--- config.mk ---
export PLATFORM = sky130hd
export DESIGN_NAME = magnitude_estimator_pipe_flat
export DESIGN_NICKNAME = d
export VERILOG_FILES = /design/src/rtl/magnitude_estimator_pipe_if.sv /design/src/rtl/magnitude_estimator_pipe.sv /design/src/flat_wrapper.sv
export SDC_FILE = /design/constraint.sdc
export NUM_CORES = 1
export LEC_CHECK = 0
export ABC_AREA = 1
export BUFFER_PORTS_ARGS = -buffer_cell sky130_fd_sc_hd__buf_4
export CAP_MARGIN = 10
export CORE_AREA = 2 2 145 147
export CTS_BUF_LIST = sky130_fd_sc_hd__clkbuf_4
export DETAILED_ROUTE_END_ITERATION = 7
export DIE_AREA = 0 0 147 149
export GPL_ROUTABILITY_DRIVEN = 0
export PLACE_DENSITY = 0.6
export SYNTH_ARGS = -nofsm -noshare
export SYNTH_HDL_FRONTEND = slang
export SYNTH_SLANG_ARGS = --single-unit
--- constraint.sdc ---
create_clock -name clk -period 5.1 [get_ports clk]
set_clock_uncertainty 0.05 [all_clocks]
set_input_delay 0.255 -clock clk [delete_from_list [all_inputs] [get_ports clk]]
set_output_delay 0.255 -clock clk [all_outputs]
set_load 0.005 [all_outputs]
--- src/rtl/magnitude_estimator_pipe_if.sv ---
// Valid/ready stream bundle for the magnitude estimator: I/Q samples in, magnitude out.
`timescale 1ns/1ps
interface magnitude_estimator_pipe_if #(
    parameter int DATA_W = 16
);
    logic                     in_valid;
    logic                     in_ready;
    logic signed [DATA_W-1:0] in_i;
    logic signed [DATA_W-1:0] in_q;
    logic [1:0]               mode;
    logic                     out_valid;
    logic                     out_ready;
    logic signed [DATA_W-1:0] out_mag;

    modport master (
        output in_valid, in_i, in_q, mode, out_ready,
        input  in_ready, out_valid, out_mag
    );

    modport slave (
        input  in_valid, in_i, in_q, mode, out_ready,
        output in_ready, out_valid, out_mag
    );
endinterface

--- src/rtl/magnitude_estimator_pipe.sv ---
// Three-stage saturating alpha-max-plus-beta-min |z| estimator with four coefficient modes.
// Optional smoothed output (out_avg) is built when MAG_AVG_EN is defined.
`timescale 1ns/1ps
module magnitude_estimator_pipe #(
    parameter int DATA_W    = 16,
    parameter int AVG_SHIFT = 4
) (
    input  logic clk,
    input  logic rst,
    magnitude_estimator_pipe_if.slave s
`ifdef MAG_AVG_EN
    ,
    output logic signed [DATA_W-1:0] out_avg
`endif
);
    localparam logic signed [DATA_W-1:0] MAX_POS = {1'b0, {(DATA_W-1){1'b1}}};
    localparam logic signed [DATA_W-1:0] MIN_NEG = {1'b1, {(DATA_W-1){1'b0}}};

    function automatic logic signed [DATA_W-1:0] sat_abs(input logic signed [DATA_W-1:0] x);
        if (x == MIN_NEG)
            return MAX_POS;
        else if (x[DATA_W-1])
            return -x;
        else
            return x;
    endfunction

    function automatic logic signed [DATA_W-1:0] sat_mag(input logic [DATA_W:0] v);
        if (v > {1'b0, MAX_POS})
            return MAX_POS;
        else
            return v[DATA_W-1:0];
    endfunction

    // One extra bit of headroom; operands are non-negative so shifts are logical.
    function automatic logic [DATA_W:0] combine(input logic [1:0]        m,
                                                input logic [DATA_W-1:0] mx,
                                                input logic [DATA_W-1:0] mn);
        logic [DATA_W:0] ex;
        logic [DATA_W:0] en;
        logic [DATA_W:0] alt;
        ex  = {1'b0, mx};
        en  = {1'b0, mn};
        alt = ex - (ex >> 3) + (en >> 1);
        case (m)
            2'd0:    return ex + (en >> 1);
            2'd1:    return ex + (en >> 2);
            2'd2:    return ex + (en >> 2) + (en >> 3);
            default: return (alt > ex) ? alt : ex;
        endcase
    endfunction

    logic                     adv;
    logic                     vld_p0_q, vld_p0_d;
    logic                     vld_p1_q, vld_p1_d;
    logic                     vld_p2_q, vld_p2_d;
    logic signed [DATA_W-1:0] abs_i_p0_q, abs_i_p0_d;
    logic signed [DATA_W-1:0] abs_q_p0_q, abs_q_p0_d;
    logic [1:0]               mode_p0_q, mode_p0_d;
    logic signed [DATA_W-1:0] mx_p1_q, mx_p1_d;
    logic signed [DATA_W-1:0] mn_p1_q, mn_p1_d;
    logic [1:0]               mode_p1_q, mode_p1_d;
    logic signed [DATA_W-1:0] mag_p2_q, mag_p2_d;

    // A bubble at S3 or a consuming sink lets the whole pipe shift.
    assign adv        = !vld_p2_q || s.out_ready;
    assign s.in_ready = adv && !rst;
    assign s.out_valid = vld_p2_q;
    assign s.out_mag   = mag_p2_q;

    always_comb begin
        vld_p0_d   = vld_p0_q;
        vld_p1_d   = vld_p1_q;
        vld_p2_d   = vld_p2_q;
        abs_i_p0_d = abs_i_p0_q;
        abs_q_p0_d = abs_q_p0_q;
        mode_p0_d  = mode_p0_q;
        mx_p1_d    = mx_p1_q;
        mn_p1_d    = mn_p1_q;
        mode_p1_d  = mode_p1_q;
        mag_p2_d   = mag_p2_q;
        if (adv) begin
            // S1: absolute values
            vld_p0_d   = s.in_valid && s.in_ready;
            abs_i_p0_d = sat_abs(s.in_i);
            abs_q_p0_d = sat_abs(s.in_q);
            mode_p0_d  = s.mode;
            // S2: sort, ties keep |I| as the larger term
            vld_p1_d   = vld_p0_q;
            mode_p1_d  = mode_p0_q;
            if (abs_q_p0_q > abs_i_p0_q) begin
                mx_p1_d = abs_q_p0_q;
                mn_p1_d = abs_i_p0_q;
            end else begin
                mx_p1_d = abs_i_p0_q;
                mn_p1_d = abs_q_p0_q;
            end
            // S3: combine and saturate
            vld_p2_d   = vld_p1_q;
            mag_p2_d   = sat_mag(combine(mode_p1_q, $unsigned(mx_p1_q), $unsigned(mn_p1_q)));
        end
    end

    always_ff @(posedge clk) begin
        if (rst) begin
            vld_p0_q <= 1'b0;
            vld_p1_q <= 1'b0;
            vld_p2_q <= 1'b0;
            mag_p2_q <= '0;
        end else begin
            vld_p0_q <= vld_p0_d;
            vld_p1_q <= vld_p1_d;
            vld_p2_q <= vld_p2_d;
            mag_p2_q <= mag_p2_d;
        end
        abs_i_p0_q <= abs_i_p0_d;
        abs_q_p0_q <= abs_q_p0_d;
        mode_p0_q  <= mode_p0_d;
        mx_p1_q    <= mx_p1_d;
        mn_p1_q    <= mn_p1_d;
        mode_p1_q  <= mode_p1_d;
    end

`ifdef MAG_AVG_EN
    localparam int AW = DATA_W + AVG_SHIFT;

    logic [AW-1:0]            acc_q, acc_d;
    logic signed [DATA_W-1:0] avg_q, avg_d;

    // Leaky integrator: acc settles at out_mag << AVG_SHIFT, so acc >> AVG_SHIFT is unbiased.
    always_comb begin
        acc_d = acc_q;
        avg_d = avg_q;
        if (vld_p2_q && s.out_ready) begin
            acc_d = acc_q + AW'($unsigned(mag_p2_q)) - (acc_q >> AVG_SHIFT);
            avg_d = acc_d[AW-1:AVG_SHIFT];
        end
    end

    always_ff @(posedge clk) begin
        if (rst) begin
            acc_q <= '0;
            avg_q <= '0;
        end else begin
            acc_q <= acc_d;
            avg_q <= avg_d;
        end
    end

    assign out_avg = avg_q;
`endif
endmodule

--- src/flat_wrapper.sv ---
// flat-port wrapper written by rule: the top's interface ports become plain ports
module magnitude_estimator_pipe_flat 
#(
    parameter int DATA_W    = 16,
    parameter int AVG_SHIFT = 4
)
  (clk, rst, s_in_valid, s_in_i, s_in_q, s_mode, s_out_ready, s_in_ready, s_out_valid, s_out_mag);
  magnitude_estimator_pipe_if #(.DATA_W(DATA_W)) s_i ();
  input  logic clk;
  input  logic rst;
  input wire logic [$bits(s_i.in_valid)-1:0] s_in_valid;
  input wire logic [$bits(s_i.in_i)-1:0] s_in_i;
  input wire logic [$bits(s_i.in_q)-1:0] s_in_q;
  input wire logic [$bits(s_i.mode)-1:0] s_mode;
  input wire logic [$bits(s_i.out_ready)-1:0] s_out_ready;
  output wire logic [$bits(s_i.in_ready)-1:0] s_in_ready;
  output wire logic [$bits(s_i.out_valid)-1:0] s_out_valid;
  output wire logic [$bits(s_i.out_mag)-1:0] s_out_mag;
  assign s_i.in_valid = s_in_valid;
  assign s_i.in_i = s_in_i;
  assign s_i.in_q = s_in_q;
  assign s_i.mode = s_mode;
  assign s_i.out_ready = s_out_ready;
  assign s_in_ready = s_i.in_ready;
  assign s_out_valid = s_i.out_valid;
  assign s_out_mag = s_i.out_mag;
  magnitude_estimator_pipe #(.DATA_W(DATA_W), .AVG_SHIFT(AVG_SHIFT)) u_core (.clk(clk), .rst(rst), .s(s_i));
endmodule
==> flow_summary_export.csv <==
group,metric,value,unit
detailed_routing,drt_first_pass_iters,7,
pwr,ir_drop,0.2732,mV
timing,min_period,4.516,ns
global_routing,grt_pass1_vias,7881,
synth,yosysSeqAreaShare,0.2670,
timing,rsz0062_at_grt,"false",
synth,synth_area,8961,um^2
floorplanning,initial_utilization,0.4359,
final_layout,multi_input_area,5684,um^2
clocking,cts_buffer_depth,2,
timing,finalSetupViolCount,0,
global_routing,grtUsageMet1,0.2889,
clocking,cts_sinks,86,
timing,final_hold_viol_count,0,
timing,fmax,221.4,MHz
global_routing,grt_overflow,0,
synth,synth-seq-cells,86,
floorplanning,die_w,147,um
final_layout,drive_above_1_share,0.08641,
detailed_routing,drt_iter0_drc,574,
worst_setup_path,arrival,4.86,ns
placement,place_hpwl,20760,um
timing,finalCritPeriodShare,0.8855,
floorplanning,die_y,149,um
final_layout,final_nets,1498,
floorplanning,ios,56,
global_routing,antenna_found_initial,1,
placement,place_ws,0.4232,ns
flow_run,cap_viol_max_count,0,
timing,slew_headroom,0.2936,
worst_setup_path,path_class,"flip-flop to flip-flop",
final_layout,fillCellCount,2163,
clocking,cts_buffers,9,
synth,async_flop_share,0,
global_routing,met3_usage,0.02936,
worst_setup_path,slowest_stage,"fa_1",
placement,portBuffers,55,
synth,synth_cells,1290,
global_routing,use_met2,0.3897,
final_layout,final_cell_mix,"nand2_1, inv_1, nand3_1, o21ai_0, ha_1",
detailed_routing,route.detailed.drc,0,
synth,ys.flop_type,"edfxtp_1",
clocking,cts_tree,"built",
placement,place_area,9697,um^2
synth,syn_area_per_cell,6.947,um^2
timing,worst_slew_pin_slew,1.056,ns
final_layout,final_area,9928,um^2
timing,finalSetupTns,0,ns
global_routing,grt_pass1_wl,39380,um
clocking,h-tree-depth,3,
worst_setup_path,crit_required,5.44,ns
global_routing,grt_max_degree,86,
floorplanning,num_rows,53,
clocking,path_clk_slew,0.14,ns
synth,synth_warnings,0,
pwr,power_density,686.1,nW/um^2
synth,yosysUniqueCellTypes,44,
clocking,cts_root_buf,"clkbuf_4",
worst_setup_path,cp_max_fo,18,
final_layout,regArea,2392,um^2
synth,syn_nets,1438,
pwr,leakage,0.004956,uW
clocking,cts_resized,0,
global_routing,busiest_layer,"met2",
timing,setup_ws,0.5842,ns
worst_setup_path,endpoint_kind,"flip-flop",
detailed_routing,ant_nets,0,
floorplanning,die_area,21900,um^2
clocking,clock_latency,0.45,ns
final_layout,layout_commonest_cell,"nand2_1",
worst_setup_path,slowest_delay,0.53,ns
synth,synth-edff-count,67,
detailed_routing,vias,8574,
worst_setup_path,startpoint_type,"flip-flop",
detailed_routing,route.detailed.wl_per_inst,15.21,um
final_layout,areaGrowthSynthToFinish,10.79,%
floorplanning,fp.coreArea,20560,um^2
detailed_routing,routed_wl,24790,um
global_routing,grt_use_total,0.2279,
worst_setup_path,cpMostUsedCell,"nand2_1",
worst_hold_path,hp-class,"primary input to flip-flop",
timing,maxSlewViolCount,0,
detailed_routing,viasPerCell,5.260,
run_status,status,"finished clean",
[sequential cells by signal (all words and copies together), names as in the netlist]
signal              count
u_core.vld_p1_q         1
u_core.vld_p0_q         1
u_core.abs_i_p0_q      16
u_core.mn_p1_q         15
u_core.mx_p1_q         16
u_core.mode_p0_q        2
u_core.s.out_valid      1
u_core.mode_p1_q        2
u_core.s.out_mag       16
u_core.abs_q_p0_q      16
[where the power goes]
part / switching, uW / internal (uW) / leakage [uW] / total (uW)
combinational: 3310 / 1930 / 0.00398 / 5240
sequential: 198 / 937 / 0.000885 / 1140
clock: 236 / 201 / 0.0000872 / 437
[cell type report]
| cell class | instances | area share |
|---|---|---|
| inverters | 210 | 0.07940 |
| repair buffers | 71 | 0.05621 |
| multi-input cells | 972 | 0.5725 |
| well taps | 275 | 0.03466 |
| diodes | 1 | 0.0002520 |
| clock inverters | 6 | 0.009200 |
| flip-flops and latches | 86 | 0.2410 |
| clock buffers | 9 | 0.006805 |
[logic make-up after synthesis]
logic type | Yosys count | synth area share
and+or+nand+nor | 591 | 0.2872
xor gates and xnor gates | 35 | 0.03421
AOI/OAI and AO/OA | 236 | 0.1459
DFF | 86 | 0.2670
adders and majority gates | 110 | 0.1670
buffers and inverters | 232 | 0.09871
[Yosys cell counts (11+ instances only)]
master | instances | area [um^2]
a21oi_1 | 93 | 465.5
ha_1 | 94 | 1176
or2_2 | 11 | 68.82
nor2_1 | 91 | 341.6
edfxtp_1 | 67 | 2012
dfxtp_1 | 19 | 380.4
nor3_1 | 20 | 100.1
clkbuf_1 | 18 | 67.56
fa_1 | 16 | 320.3
nand3_1 | 120 | 600.6
nand2_1 | 302 | 1134
inv_1 | 207 | 777.0
nand4_1 | 15 | 93.84
xor2_1 | 27 | 236.5
o21ai_0 | 97 | 485.5
[critical path, delay by kind of cell (launching register included)]
kind	cells	cell delay [ns]
AO/OA/AOI/OAI	4	1.05
buffers and inverters	4	0.37
AND/OR/NAND/NOR	13	1.19
XOR/XNOR	1	0.25
flip-flops	1	0.48
adder cells (fa/ha/maj)	3	1.11
[worst paths after layout]
kind,startpoint,end,slack [ns],cells after the start
worst max-delay path,u_core.mx_p1_q[1]$_DFFE_PN_,u_core.s.out_mag[7]$_SDFFE_PP0N_,0.58,25
worst min-delay path,s_in_valid,u_core.vld_p0_q$_SDFFE_PP0N_,0.06,3
worst max register to register,u_core.mx_p1_q[1]$_DFFE_PN_,u_core.s.out_mag[7]$_SDFFE_PP0N_,0.58,25
worst min register to register,u_core.mode_p0_q[1]$_DFFE_PN_,u_core.mode_p1_q[1]$_DFFE_PN_,0.39,0
[per-stage QoR]
stage / power [uW] / cells / utilization / hold WS (ns)
after floorplan: 4935 / 1290 / - / 0.2774
after global placement: 6282 / 1608 / 0.4717 / 0.3506
after detailed placement: 6284 / 1608 / 0.4717 / 0.3557
after CTS: 6756 / 1628 / 0.4819 / 0.01920
after global routing: 7578 / 1630 / 0.4830 / 0.04340
final: 6812 / 1630 / 0.4830 / 0.05557
[metal layers]
layer | part of all wire | wire (um)
met5 | 0 | 0
met4 | 0.048 | 1200
met3 | 0.044 | 1079
met2 | 0.46 | 11420
met1 | 0.45 | 11090
[timing repair]
item / CTS / global route
setup buffers: 0 / 1
hold buffers: 5 / 0
hold endpoints to repair: 5 / 0
endpoints found under the setup margin: 0 / 5
Note: power is estimated with default switching activity, not from simulation.
